===== config.mk =====
export PLATFORM = sky130hd
export DESIGN_NAME = ram_ctrl
export DESIGN_NICKNAME = d
export VERILOG_FILES = /design/src/rtl/ram_ctrl.sv
export SDC_FILE = /design/constraint.sdc
export NUM_CORES = 1
export LEC_CHECK = 0
export CAP_MARGIN = 15
export CORE_ASPECT_RATIO = 1.2
export CORE_MARGIN = 5
export CORE_UTILIZATION = 58
export DETAILED_ROUTE_END_ITERATION = 16
export PLACE_DENSITY = 0.8
export SLEW_MARGIN = 20
export SYNTH_ARGS = -nofsm -noshare
export SYNTH_HDL_FRONTEND = slang
export SYNTH_SLANG_ARGS = --single-unit

===== constraint.sdc =====
create_clock -name clk -period 2 [get_ports clk]
set_clock_uncertainty 0.1 [all_clocks]
set_input_delay 0.4 -clock clk [delete_from_list [all_inputs] [get_ports clk]]
set_output_delay 0.4 -clock clk [all_outputs]
set_load 0.05 [all_outputs]

===== src/rtl/ram_ctrl.sv =====
// Word-organised storage bank with a request/response handshake.
// Array words change only in the WRITE state; read data is held until taken.
module ram_ctrl #(
   parameter int unsigned ADDR_W = 3,
   parameter int unsigned DATA_W = 8
) (
   input  logic              clk,
   input  logic              rst_n,
   input  logic              req_valid,
   output logic              req_ready,
   input  logic              req_we,
   input  logic [ADDR_W-1:0] req_addr,
   input  logic [DATA_W-1:0] req_wdata,
   output logic              rsp_valid,
   input  logic              rsp_ready,
   output logic [DATA_W-1:0] rsp_rdata,
   output logic              rsp_was_wr,
   output logic [7:0]        op_count
);

   localparam int unsigned Depth = 1 << ADDR_W;

   typedef enum logic [1:0] {StIdle, StWrite, StRead, StResp} state_e;

   state_e              state_q, state_d;
   logic [ADDR_W-1:0]   addr_q, addr_d;
   logic [DATA_W-1:0]   wdata_q, wdata_d;
   logic [DATA_W-1:0]   rdata_q, rdata_d;
   logic                was_wr_q, was_wr_d;
   logic [7:0]          count_q, count_d;
   logic                req_ready_q, req_ready_d;
   logic                rsp_valid_q, rsp_valid_d;
   logic [Depth-1:0]    word_en;
   logic [DATA_W-1:0]   mem_q [Depth];
   logic [DATA_W-1:0]   mem_d [Depth];

   always_comb begin
      state_d  = state_q;
      addr_d   = addr_q;
      wdata_d  = wdata_q;
      rdata_d  = rdata_q;
      was_wr_d = was_wr_q;
      count_d  = count_q;
      word_en  = '0;
      unique case (state_q)
         StIdle: begin
            if (req_valid) begin
               addr_d  = req_addr;
               wdata_d = req_wdata;
               state_d = req_we ? StWrite : StRead;
            end
         end
         StWrite: begin
            word_en[addr_q] = 1'b1;
            rdata_d         = wdata_q;
            was_wr_d        = 1'b1;
            state_d         = StResp;
         end
         StRead: begin
            rdata_d  = mem_q[addr_q];
            was_wr_d = 1'b0;
            state_d  = StResp;
         end
         StResp: begin
            if (rsp_ready) begin
               state_d = StIdle;
               count_d = count_q + 8'd1;
            end
         end
         default: state_d = StIdle;
      endcase

      // Handshake outputs are registered from the next state, so no input reaches an output.
      req_ready_d = (state_d == StIdle);
      rsp_valid_d = (state_d == StResp);

      for (int unsigned i = 0; i < Depth; i++) begin
         mem_d[i] = word_en[i] ? wdata_q : mem_q[i];
      end
   end

   always_ff @(posedge clk) begin
      if (!rst_n) begin
         state_q     <= StIdle;
         addr_q      <= '0;
         wdata_q     <= '0;
         rdata_q     <= '0;
         was_wr_q    <= 1'b0;
         count_q     <= '0;
         req_ready_q <= 1'b1;
         rsp_valid_q <= 1'b0;
         for (int unsigned i = 0; i < Depth; i++) begin
            mem_q[i] <= '0;
         end
      end else begin
         state_q     <= state_d;
         addr_q      <= addr_d;
         wdata_q     <= wdata_d;
         rdata_q     <= rdata_d;
         was_wr_q    <= was_wr_d;
         count_q     <= count_d;
         req_ready_q <= req_ready_d;
         rsp_valid_q <= rsp_valid_d;
         mem_q       <= mem_d;
      end
   end

   assign req_ready  = req_ready_q;
   assign rsp_valid  = rsp_valid_q;
   assign rsp_rdata  = rdata_q;
   assign rsp_was_wr = was_wr_q;
   assign op_count   = count_q;

endmodule


## Word level (Yosys, flattened, before mapping)

Cells that the tools add are included.

- Add/sub/neg operators: 1
- Magnitude comparators: 3
- Multiplexer cells: 12
- Reduce and logical (&&, ||, !) cells: 7
- Equal/unequal tests: 4
- Bitwise operators: 1

Operators by type and width:

| cell | number |
|---|---|
| binary-select mux 8 bit (select 3 bit) | 1 |
| two-way mux 8 bit | 3 |
| case mux 8 bit (2 select lines) | 1 |
| adder 8 x 1 -> 8 bit, second input constant | 1 |
| == test 2 bit, second input constant | 3 |
| two-way mux 2 bit | 3 |
| case mux 2 bit (3 select lines) | 1 |
| >= comparator 4 bit, second input constant | 1 |
| zero test 2 bit | 2 |
| less-than comparator 3 x 4 -> 1 bit, second input constant | 1 |
| inverter 3 -> 4 bit | 1 |
| AND reduction 2 bit | 2 |
| demux 1 bit (select 3 bit) | 1 |
| >= comparator 3 x 1 -> 1 bit, second input constant | 1 |
| == test 2 x 1 -> 1 bit, second input constant | 1 |
| case mux 1 bit (2 select lines) | 1 |
| nonzero test 2 bit | 1 |
| OR reduction 2 bit | 1 |
| logical AND 1 bit | 1 |
| two-way mux 1 bit | 1 |

- Output and inout port bits: 19
- Register bits after elaboration: 96
- Input port bits: 16

## Longest topological paths before layout

Gate-level depths: netlist of run 1.

- Depth after elaboration: 5
- Gate-level depth with buffers: 7
- Mapped depth without buffers: 6

## Worst setup path after synthesis of run 1

No wires, ideal clock.

- Path kind: register to register
- Start point: reg state_q[1]
- End point: reg mem_q[50] in the netlist's numbering
- Required time: 1.785 ns
- Buffers on the path: 0
- Clock period less this slack: 1.750 ns
- Slack: 0.250 ns
- Cell stages (with the launch flop): 7
- Data arrival time: 1.535 ns
- Cell sequence: dfxtp_1 inv_1 ha_1 nand2b_1 nor2_4 mux2_2 and2_1

- Cells in the longest elaborated chain, start to end: 2

RTL lines:

| what | line | source |
|---|---|---|
| from (decl) | 25 | `state_e state_q, state_d;` |
| from (signal assigned) | 84 | `state_q <= StIdle;` |
| from (signal assigned) | 96 | `state_q <= state_d;` |
| == test 2 x 1 -> 1 bit | 45 | `unique case (state_q)` |
| two-way mux 8 bit | 45 |  |
| to (signal assigned) | 104 | `mem_q <= mem_d;` |
| to (decl) | 34 | `logic [DATA_W-1:0] mem_q [Depth];` |

No other way between the ends.
A chain may end at the register's enable or synchronous reset.

## Final worst setup path of run 1

- Start point: reg addr_q[0]
- End point: reg rdata_q[1], in the netlist rsp_rdata[1]

- Cells in the longest elaborated chain, start to end: 5

RTL lines:

| what | line | source |
|---|---|---|
| from (decl) | 26 | `logic [ADDR_W-1:0] addr_q, addr_d;` |
| from (signal assigned) | 97 | `addr_q <= addr_d;` |
| inverter 3 -> 4 bit (implied by the code) | 60 | `rdata_d = mem_q[addr_q];` |
| binary-select mux 8 bit (select 3 bit) | 60 |  |
| two-way mux 8 bit (implied by the code) (2 in a row) | 60 |  |
| case mux 8 bit (2 select lines) | 45 |  |
| to (signal assigned) | 99 | `rdata_q <= rdata_d;` |
| to (decl) | 28 | `logic [DATA_W-1:0] rdata_q, rdata_d;` |

No other way between the ends. The select of a mux whose other input is x is not followed.

==> results.toml, run 1 <==
[critical_path]
crit_fanout = 22
path_cells = "buf_12 > mux4_1 > mux2_2 > mux2i_1 > a21oi_1"
path_buf_inv = 1
cpPeakStageDelay_ns = 0.59
worstPathRequired_ns = 2.16
slowest_stage = "mux4_1"
cp-end-kind = "register"
startpoint_type = "register"
cp.arrival_ns = 2.05
rrSetupSlack_ns = 0.11
cp_top_family = "multiplexers"
worst-setup-path-type = "register to register"

[global_route]
track_usage_pct = 23.23
gr-total-overflow = 0
antenna_found_initial = 0
grt_max_degree = 33
grt_first_pass_wirelength_um = 17090
grt_pass1_vias = 3443

[die]
boundaryPins = 35
core_area_um2 = 7317
die_y_um = 105.2
die_area_um2 = 9400
core.rowCount = 34
fp.dieW_um = 89.35
start_util_pct = 59.88

[logic_synthesis]
ys_types = 37
synth-adder-area-share_pct = 1.713
synthXorXnorAreaFrac_pct = 1.399
yosys.area_share.simple_pct = 20.90
synthesis.nets = 509
synth_area_um2 = 4382
seq_area_frac_synth_pct = 43.86
ys.flop_type = "dfxtp_1"
ys_async_sr_fraction_pct = 0
synth-edff-count = 0
synth_seq_cells = 96
synth_mux_area_share_pct = 11.28
synth_top_family_by_area = "simple AND/OR/NAND/NOR gates"
synth_compound_area_share_pct = 16.53
yosys_warnings = 0
synth.avg_cell_area_um2 = 8.997
synthCells = 487

[final_layout]
drive_gt1_share_pct = 12.84
design_area_um2 = 5031
antenna_cells = 0
fin_util_pct = 68.76
syn2layout_area_growth_pct = 14.82
layout_commonest_cell = "nand2_1"
fin_nets = 539
most-common-layout-cells = "nand2_1, dfxtp_1, a21boi_0, buf_4, mux2i_1"

[sta]
min_period_ns = 1.892
holdWs_ns = 0.3677
hold_viol = 0
fin_tns_setup_ns = 0
rsz0062_at_grt = "no"
slew_violations = 0
max_freq_ghz = 0.5284
setup_violations = 0
finalWorstSetupSlack_ns = 0.1076
slew_headroom_pct = 65.58
worst_pin_slew_ns = 0.5163
fin_crit_sh_pct = 94.62

[detailed_routing]
dr.pass1.iters = 5
vias = 3514
drc_errors = 0
vias_per_cell = 5.742
wl_per_cell_um = 16.84
antenna_left = 0
wl_um = 10300
initialDrtViolationCount = 245

[power_and_ir_drop]
vdd_drop_max_mv = 0.9610
p_per_area_nw_per_um2 = 1048
p_leak_nw = 1.810

[clocking]
numClockSinks = 96
cts_buffers = 9
cts_tree = "yes"
root_buffer = "clkbuf_8"
htree_levels = 3
cts_setup_buffers = 0
clk_pin_slew_ns = 0.09
clk_latency_ns = 0.37
clockBufferDepth = 2

[place]
postPlaceCellArea_um2 = 4782
portBuffers = 34
hpwl_um = 7326
place_ws_ns = 0.1018
gp_congestion = 0.8869

[worst_hold_path]
hold_path_class = "register to register"

[outcome]
status = "complete, no violations"

[run]
maxCapViolCount = 0
-- area by class of cell --
type                       instances  area (µm²)
clock inverter                     6       112.6
timing repair buffer              52       450.4
fill                             605        2286
multi-input combinational        353        2276
inverter                           5       18.77
clock buffer                      10       137.6
sequential                        96        1923
tap                               90       112.6
-- state kept, by name (all words and copies together) (netlist names), 2 cells and up --
register   count
wdata_q        8
mem_q         64
state_q        2
addr_q         3
op_count       8
rsp_rdata      8
-- power breakdown --
group          internal, mW  switching (mW)  total, mW
Clock                 0.872           0.689       1.56
Combinational         0.528           0.924       1.45
Sequential             2.07           0.189       2.26
-- worst register-to-register path, delay by kind of cell, from the launching register on --
family	cells	cell delay (ns)
AOI/OAI and AO/OA	1	0.08
buffers and inverters	1	0.19
muxes	3	1.04
DFF	1	0.38
-- cell usage after synthesis, types with 3 or more instances --
cell type | count | area [µm²]
a21boi_0 | 65 | 488.0
a21boi_1 | 3 | 22.52
mux4_2 | 7 | 157.7
buf_6 | 4 | 45.04
nand3_1 | 4 | 20.02
nand2b_1 | 5 | 31.28
inv_1 | 5 | 18.77
buf_4 | 4 | 30.03
nand3b_1 | 3 | 22.52
mux4_1 | 3 | 78.83
nor2_1 | 9 | 33.78
nand4_1 | 5 | 31.28
ha_1 | 6 | 75.07
a21oi_1 | 9 | 45.04
dfxtp_1 | 96 | 1922
a221o_1 | 6 | 60.06
mux2i_1 | 19 | 190.2
mux2_2 | 6 | 67.56
o31ai_1 | 3 | 22.52
nand2_1 | 144 | 540.5
xnor2_1 | 6 | 52.55
o21ai_0 | 7 | 35.03
and2_1 | 13 | 81.33
nor2b_1 | 14 | 87.58
clkbuf_1 | 24 | 90.09
-- per-layer routing --
| metal | up-vias | wire length [µm] | global-route usage (%) |
|---|---|---|---|
| li1 | 1705 | - | - |
| met1 | 1684 | 4429 | 29.50 |
| met2 | 109 | 5151 | 38.99 |
| met3 | 16 | 538 | 4.528 |
| met4 | 0 | 185 | 7.766 |
| met5 | - | 0 | 0 |
-- stage by stage --
stage | instances | power (mW)
detailed placement | 596 | 3.779
floorplan | 487 | 3.327
CTS | 612 | 5.279
global placement | 596 | 3.746
global route | 612 | 5.497
finish | 612 | 5.271
-- path summary, 6_finish.rpt --
check                           startpoint            to  depth (start not counted)
worst max register to register   addr_q[0]  rsp_rdata[1]                          5
worst min register to register   mem_q[32]     mem_q[32]                          2
worst max-delay path             addr_q[0]  rsp_rdata[1]                          5
worst min-delay path             mem_q[32]     mem_q[32]                          2
-- kinds of logic (layout without fill, tap and decap cells) --
logic type / after synthesis / after routing
simple gates: 206 / 206
buf+inv: 38 / 73
fa+ha+maj: 6 / 6
compound gates: 99 / 99
flops: 96 / 96
mux: 35 / 35
xor+xnor: 7 / 7
-- repair_timing --
action,4_1_cts,5_1_grt
setup endpoints to repair,8,16
resized for setup,8,4
hold buffers,0,0
pin swaps,0,0
Note: power is estimated with default switching activity, not from simulation.
==> inputs of run 2 (changes only) <==
--- a/config.mk
+++ b/config.mk
@@ -10,7 +10,7 @@
 export CORE_MARGIN = 5
 export CORE_UTILIZATION = 58
 export DETAILED_ROUTE_END_ITERATION = 16
-export PLACE_DENSITY = 0.8
+export PLACE_DENSITY = 0.83
 export SLEW_MARGIN = 20
 export SYNTH_ARGS = -nofsm -noshare
 export SYNTH_HDL_FRONTEND = slang
==> results.toml, run 2 (synthesis results as in run 1) <==
[outcome]
status = "complete, no violations"

[die]
core_area_um2 = 7317
start_util_pct = 59.88
die_y_um = 105.2
die_area_um2 = 9400
fp.dieW_um = 89.35
core.rowCount = 34
boundaryPins = 35

[clocking]
root_buffer = "clkbuf_8"
clk_latency_ns = 0.35
cts_setup_buffers = 0
clk_pin_slew_ns = 0.09
htree_levels = 3
cts_buffers = 9
clockBufferDepth = 2
numClockSinks = 96
cts_tree = "yes"

[sta]
worst_pin_slew_ns = 0.5089
slew_headroom_pct = 66.02
min_period_ns = 1.919
slew_violations = 0
holdWs_ns = 0.3499
fin_crit_sh_pct = 95.96
hold_viol = 0
max_freq_ghz = 0.5211
setup_violations = 0

[final_layout]
largest_register = "mem_q"
fillerInstances = 601
antenna_cells = 0
most-common-layout-cells = "nand2_1, dfxtp_1, a21boi_0, buf_4, mux2i_1"
design_area_um2 = 4992
layout_commonest_cell = "nand2_1"
drive_gt1_share_pct = 13.24
fin_util_pct = 68.23
largest_register_ffs = 64
syn2layout_area_growth_pct = 13.93
fin_nets = 539

[critical_path]
reg2reg_from = "state_q[1]"
regToRegEndpoint = "mem_q[50]"
crit_fanout = 6
reg2reg_depth = 6
worst-setup-path-type = "register to register"
rrSetupSlack_ns = 0.08
cp.arrival_ns = 2.07
worstPathRequired_ns = 2.15
startpoint_type = "register"
cp-end-kind = "register"

[detailed_routing]
drc_errors = 0
vias = 3510
vias_per_cell = 5.745
wl_um = 10200
antenna_left = 0
initialDrtViolationCount = 258
dr.pass1.iters = 4
wl_per_cell_um = 16.70

[place]
portBuffers = 34
gp_congestion = 0.9602
hpwl_um = 7428
postPlaceCellArea_um2 = 4757

[power_and_ir_drop]
p_per_area_nw_per_um2 = 1029
p_leak_nw = 1.788
power_mw = 5.138
vdd_drop_max_mv = 0.8503

[run]
maxCapViolCount = 0

[worst_hold_path]
hold_path_class = "primary input to register"
hp-start = "rst_n"
worstHoldPathCells = 2
min_to = "rsp_was_wr"

[global_route]
gr-total-overflow = 0
grt_first_pass_wirelength_um = 16930
track_usage_pct = 23.12
grt_pass1_vias = 3548
grt_max_degree = 37
antenna_found_initial = 0
## run 2: cell types whose count changed in the layout (fill, tap and decap cells not counted), moves of 2 or more
| cell | before | now |
|---|---|---|
| nor2_2 | 3 | 1 |
| dlygate4sd2_1 | 8 | 2 |
| buf_4 | 27 | 33 |
| nor2_4 | 1 | 3 |
## run 2: worst max path at each step
stage | from | end | slack [ns] | depth (start not counted)
floorplan | state_q[1] | mem_q[50] | 0.25 | 6
global placement | rsp_ready | op_count[7] | 0.17 | 5
detailed placement | addr_q[1] | rsp_rdata[2] | 0.10 | 5
CTS | rsp_valid | rsp_valid | 0.02 | 1
global route | state_q[1] | mem_q[50] | -0.01 | 6
finish | state_q[1] | mem_q[50] | 0.08 | 6
## run 2: metal layers
metal / GRT usage, % / part of all wire, % / vias to the layer above
li1: - / - / 1699
met1: 27.90 / 42 / 1698
met2: 39.04 / 51 / 87
met3: 4.372 / 4.5 / 26
met4: 10.53 / 3.0 / 0
met5: 0 / 0 / -
## run 2: through the flow
stage	TNS, ns	setup slack, ns	cells
floorplan	0	0.2498	487
global placement	0	0.1691	596
detailed placement	0	0.1039	596
CTS	0	0.01555	611
global route	-0.009805	-0.009805	611
finish	0	0.08084	611
## run 2: final cells by class
cell class	count	area, µm²	area share, %
inverter	5	18.77	0.3759
clock buffer	11	141.4	2.832
tap	90	112.6	2.256
clock inverter	4	77.57	1.554
sequential	96	1923	38.52
multi-input combinational	353	2283	45.74
timing repair buffer	52	435.4	8.722
## run 2: critical path: stages (launching register included)
cell and delay [ns]:
dfxtp_1 0.36, inv_1 0.12, ha_1 0.28, nand2b_1 0.24, nor2_4 0.22, mux2_2 0.35, and2_1 0.15
## run 2: where the power goes
group	total [mW]	internal [mW]	leakage, nW	switching, mW
clock	1.40	0.740	0.110	0.655
sequential	2.27	2.07	0.778	0.203
combinational	1.47	0.540	0.900	0.930
## run 2: timing repair
action / CTS / global route
hold buffers: 0 / 0
gates resized for setup: 2 / 6
endpoints found under the setup margin: 2 / 18
==> inputs of run 3 (changes only) <==
--- a/config.mk
+++ b/config.mk
@@ -5,6 +5,7 @@
 export SDC_FILE = /design/constraint.sdc
 export NUM_CORES = 1
 export LEC_CHECK = 0
+export ABC_AREA = 1
 export CAP_MARGIN = 15
 export CORE_ASPECT_RATIO = 1.2
 export CORE_MARGIN = 5
==> results.toml, run 3 <==
[global_route]
gr-total-overflow = 0
grt_pass1_vias = 3814
grt_first_pass_wirelength_um = 17490
antenna_found_initial = 0
track_usage_pct = 23.88
grt_max_degree = 37

[clocking]
clk_latency_ns = 0.37
cts_tree = "yes"
cts_buffers = 9
cts-hold-fix-buffers = 0
clockBufferDepth = 2
numClockSinks = 96
root_buffer = "clkbuf_8"
htree_levels = 3
clk_pin_slew_ns = 0.09

[critical_path]
reg2reg_depth = 8
rrSetupSlack_ns = 0.23
cpMostUsedCell = "inv_1"
slowest_stage = "dfxtp_1"
startpoint_type = "register"
worstPathRequired_ns = 2.15
regToRegEndpoint = "mem_q[37]"
path_cells = "inv_1 > ha_1 > nand2_1 > inv_1 > nand2_2 > inv_2 > o21ai_0 > a21oi_1"
path_buf_inv = 3
reg2reg_from = "state_q[1]"
worst-setup-path-type = "register to register"
cp-end-kind = "register"
cp.arrival_ns = 1.92
cpPeakStageDelay_ns = 0.39
cp_top_family = "flip-flops"
crit_fanout = 10

[die]
core_area_um2 = 7232
core.rowCount = 34
die_area_um2 = 9203
start_util_pct = 59.17
fp.dieW_um = 88.41
die_y_um = 104.1
boundaryPins = 35

[final_layout]
syn2layout_area_growth_pct = 12.60
fin_nets = 645
multi_input_area_um2 = 1928
fin_util_pct = 66.63
largest_register_ffs = 64
layout_commonest_cell = "nand2_1"
most-common-layout-cells = "nand2_1, dfxtp_1, a21oi_1, o21ai_0, inv_1"
fillerInstances = 634
register_area_um2 = 1922
largest_register = "mem_q"
drive_gt1_share_pct = 9.554
antenna_cells = 0

[logic_synthesis]
ys_top_cells_by_count = "nand2_1, dfxtp_1, a21oi_1, o21ai_0, inv_1"
seq_area_frac_synth_pct = 44.91
ys.flop_type = "dfxtp_1"
synth_top_cell_area_share_pct = 44.91
yosys_warnings = 0
synth_most_common_cell = "nand2_1"
synthCells = 598
synth_area_leaders = "dfxtp_1, nand2_1, a21oi_1"
synth_seq_cells = 96
synth.avg_cell_area_um2 = 7.156
ys_types = 28
synth-edff-count = 0
synth_area_um2 = 4279
synthesis.nets = 620
ys_async_sr_fraction_pct = 0
synth_area_leader_cell = "dfxtp_1"

[sta]
hold_viol = 0
worst_pin_slew_ns = 0.5012
slew_headroom_pct = 66.53
min_period_ns = 1.771
setup_violations = 0
holdWs_ns = 0.3619
slew_violations = 0
rsz0062_at_grt = "no"
fin_tns_setup_ns = 0
max_freq_ghz = 0.5647
finalWorstSetupSlack_ns = 0.2293
fin_crit_sh_pct = 88.54

[detailed_routing]
wl_per_cell_um = 14.45
drc_errors = 0
dr.pass1.iters = 5
wl_um = 10370
vias = 3927
antenna_left = 0
vias_per_cell = 5.469
initialDrtViolationCount = 312

[power_and_ir_drop]
vdd_drop_max_mv = 0.5830
p_per_area_nw_per_um2 = 1210
p_leak_nw = 2.057

[worst_hold_path]
hold_path_class = "register to register"
worstHoldPathCells = 2
hp-start = "mem_q[21]"
min_to = "mem_q[21]"

[place]
place_ws_ns = 0.01655
portBuffers = 34
hpwl_um = 7188
gp_congestion = 0.8421

[outcome]
status = "complete, no violations"

[run]
maxCapViolCount = 0
-- run 3: worst reg2reg max path, cell delays in order, from the launching register on --
cell and delay (ns):
dfxtp_1 0.39, inv_1 0.11, ha_1 0.22, nand2_1 0.21, inv_1 0.13, nand2_2 0.16, inv_2 0.10, o21ai_0 0.16
a21oi_1 0.06
-- run 3: routing by layer --
layer	share of wire, %	vias up	GRT usage (%)
met5	0	-	0
met3	4.7	31	3.962
met1	42	1808	29.17
li1	-	1969	-
met2	50	119	40.16
met4	3.2	0	10.91
-- run 3: layout make-up --
type | count | share of cell area [%]
timing repair buffer | 43 | 8.206
clock inverter | 4 | 1.117
sequential | 96 | 39.89
clock buffer | 12 | 3.012
tap | 90 | 2.337
inverter | 69 | 5.427
multi-input combinational | 404 | 40.02
-- run 3: cells by family after synthesis --
| kind of cell | count (synthesis) | synth area share, % |
|---|---|---|
| AND/OR/NAND/NOR | 220 | 22.22 |
| flip-flops | 96 | 44.91 |
| adder cells (fa/ha/maj) | 6 | 1.754 |
| buffers and inverters | 98 | 10.03 |
| AO/OA/AOI/OAI | 178 | 21.08 |
-- run 3: stage by stage --
step / power (mW) / std cells / instance area (µm²)
2_1_floorplan: 3.970 / 598 / 4279
3_3_place_gp: 4.536 / 702 / 4627
3_5_place_dp: 4.593 / 702 / 4627
4_1_cts: 5.828 / 718 / 4816
5_1_grt: 6.171 / 718 / 4818
6_report: 5.831 / 718 / 4818
-- run 3: worst max path at each step --
stage | start | end | slack, ns | depth (start not counted)
6_report | state_q[1] | mem_q[37] | 0.23 | 8
5_1_grt | state_q[0] | op_count[6] | 0.02 | 9
4_1_cts | rsp_valid | rsp_valid | 0.0007 | 1
3_5_place_dp | rsp_ready | op_count[6] | 0.02 | 8
3_3_place_gp | rsp_ready | op_count[6] | 0.09 | 8
2_1_floorplan | op_count[1] | op_count[6] | 0.30 | 6
-- run 3: where the power goes --
| group | leakage [nW] | internal, mW | switching, mW | total [mW] |
|---|---|---|---|---|
| clock | 0.0928 | 0.616 | 0.677 | 1.29 |
| combinational | 1.19 | 0.639 | 1.52 | 2.15 |
| sequential | 0.779 | 2.19 | 0.190 | 2.38 |
| total | 2.06 | 3.45 | 2.38 | 5.83 |
-- run 3: what timing repair did --
| action | in CTS | in global routing |
|---|---|---|
| endpoints found under the setup margin | 8 | 1 |
| gates resized for setup | 8 | 1 |
| cloned | 0 | 0 |
| buffers inserted | 0 | 0 |
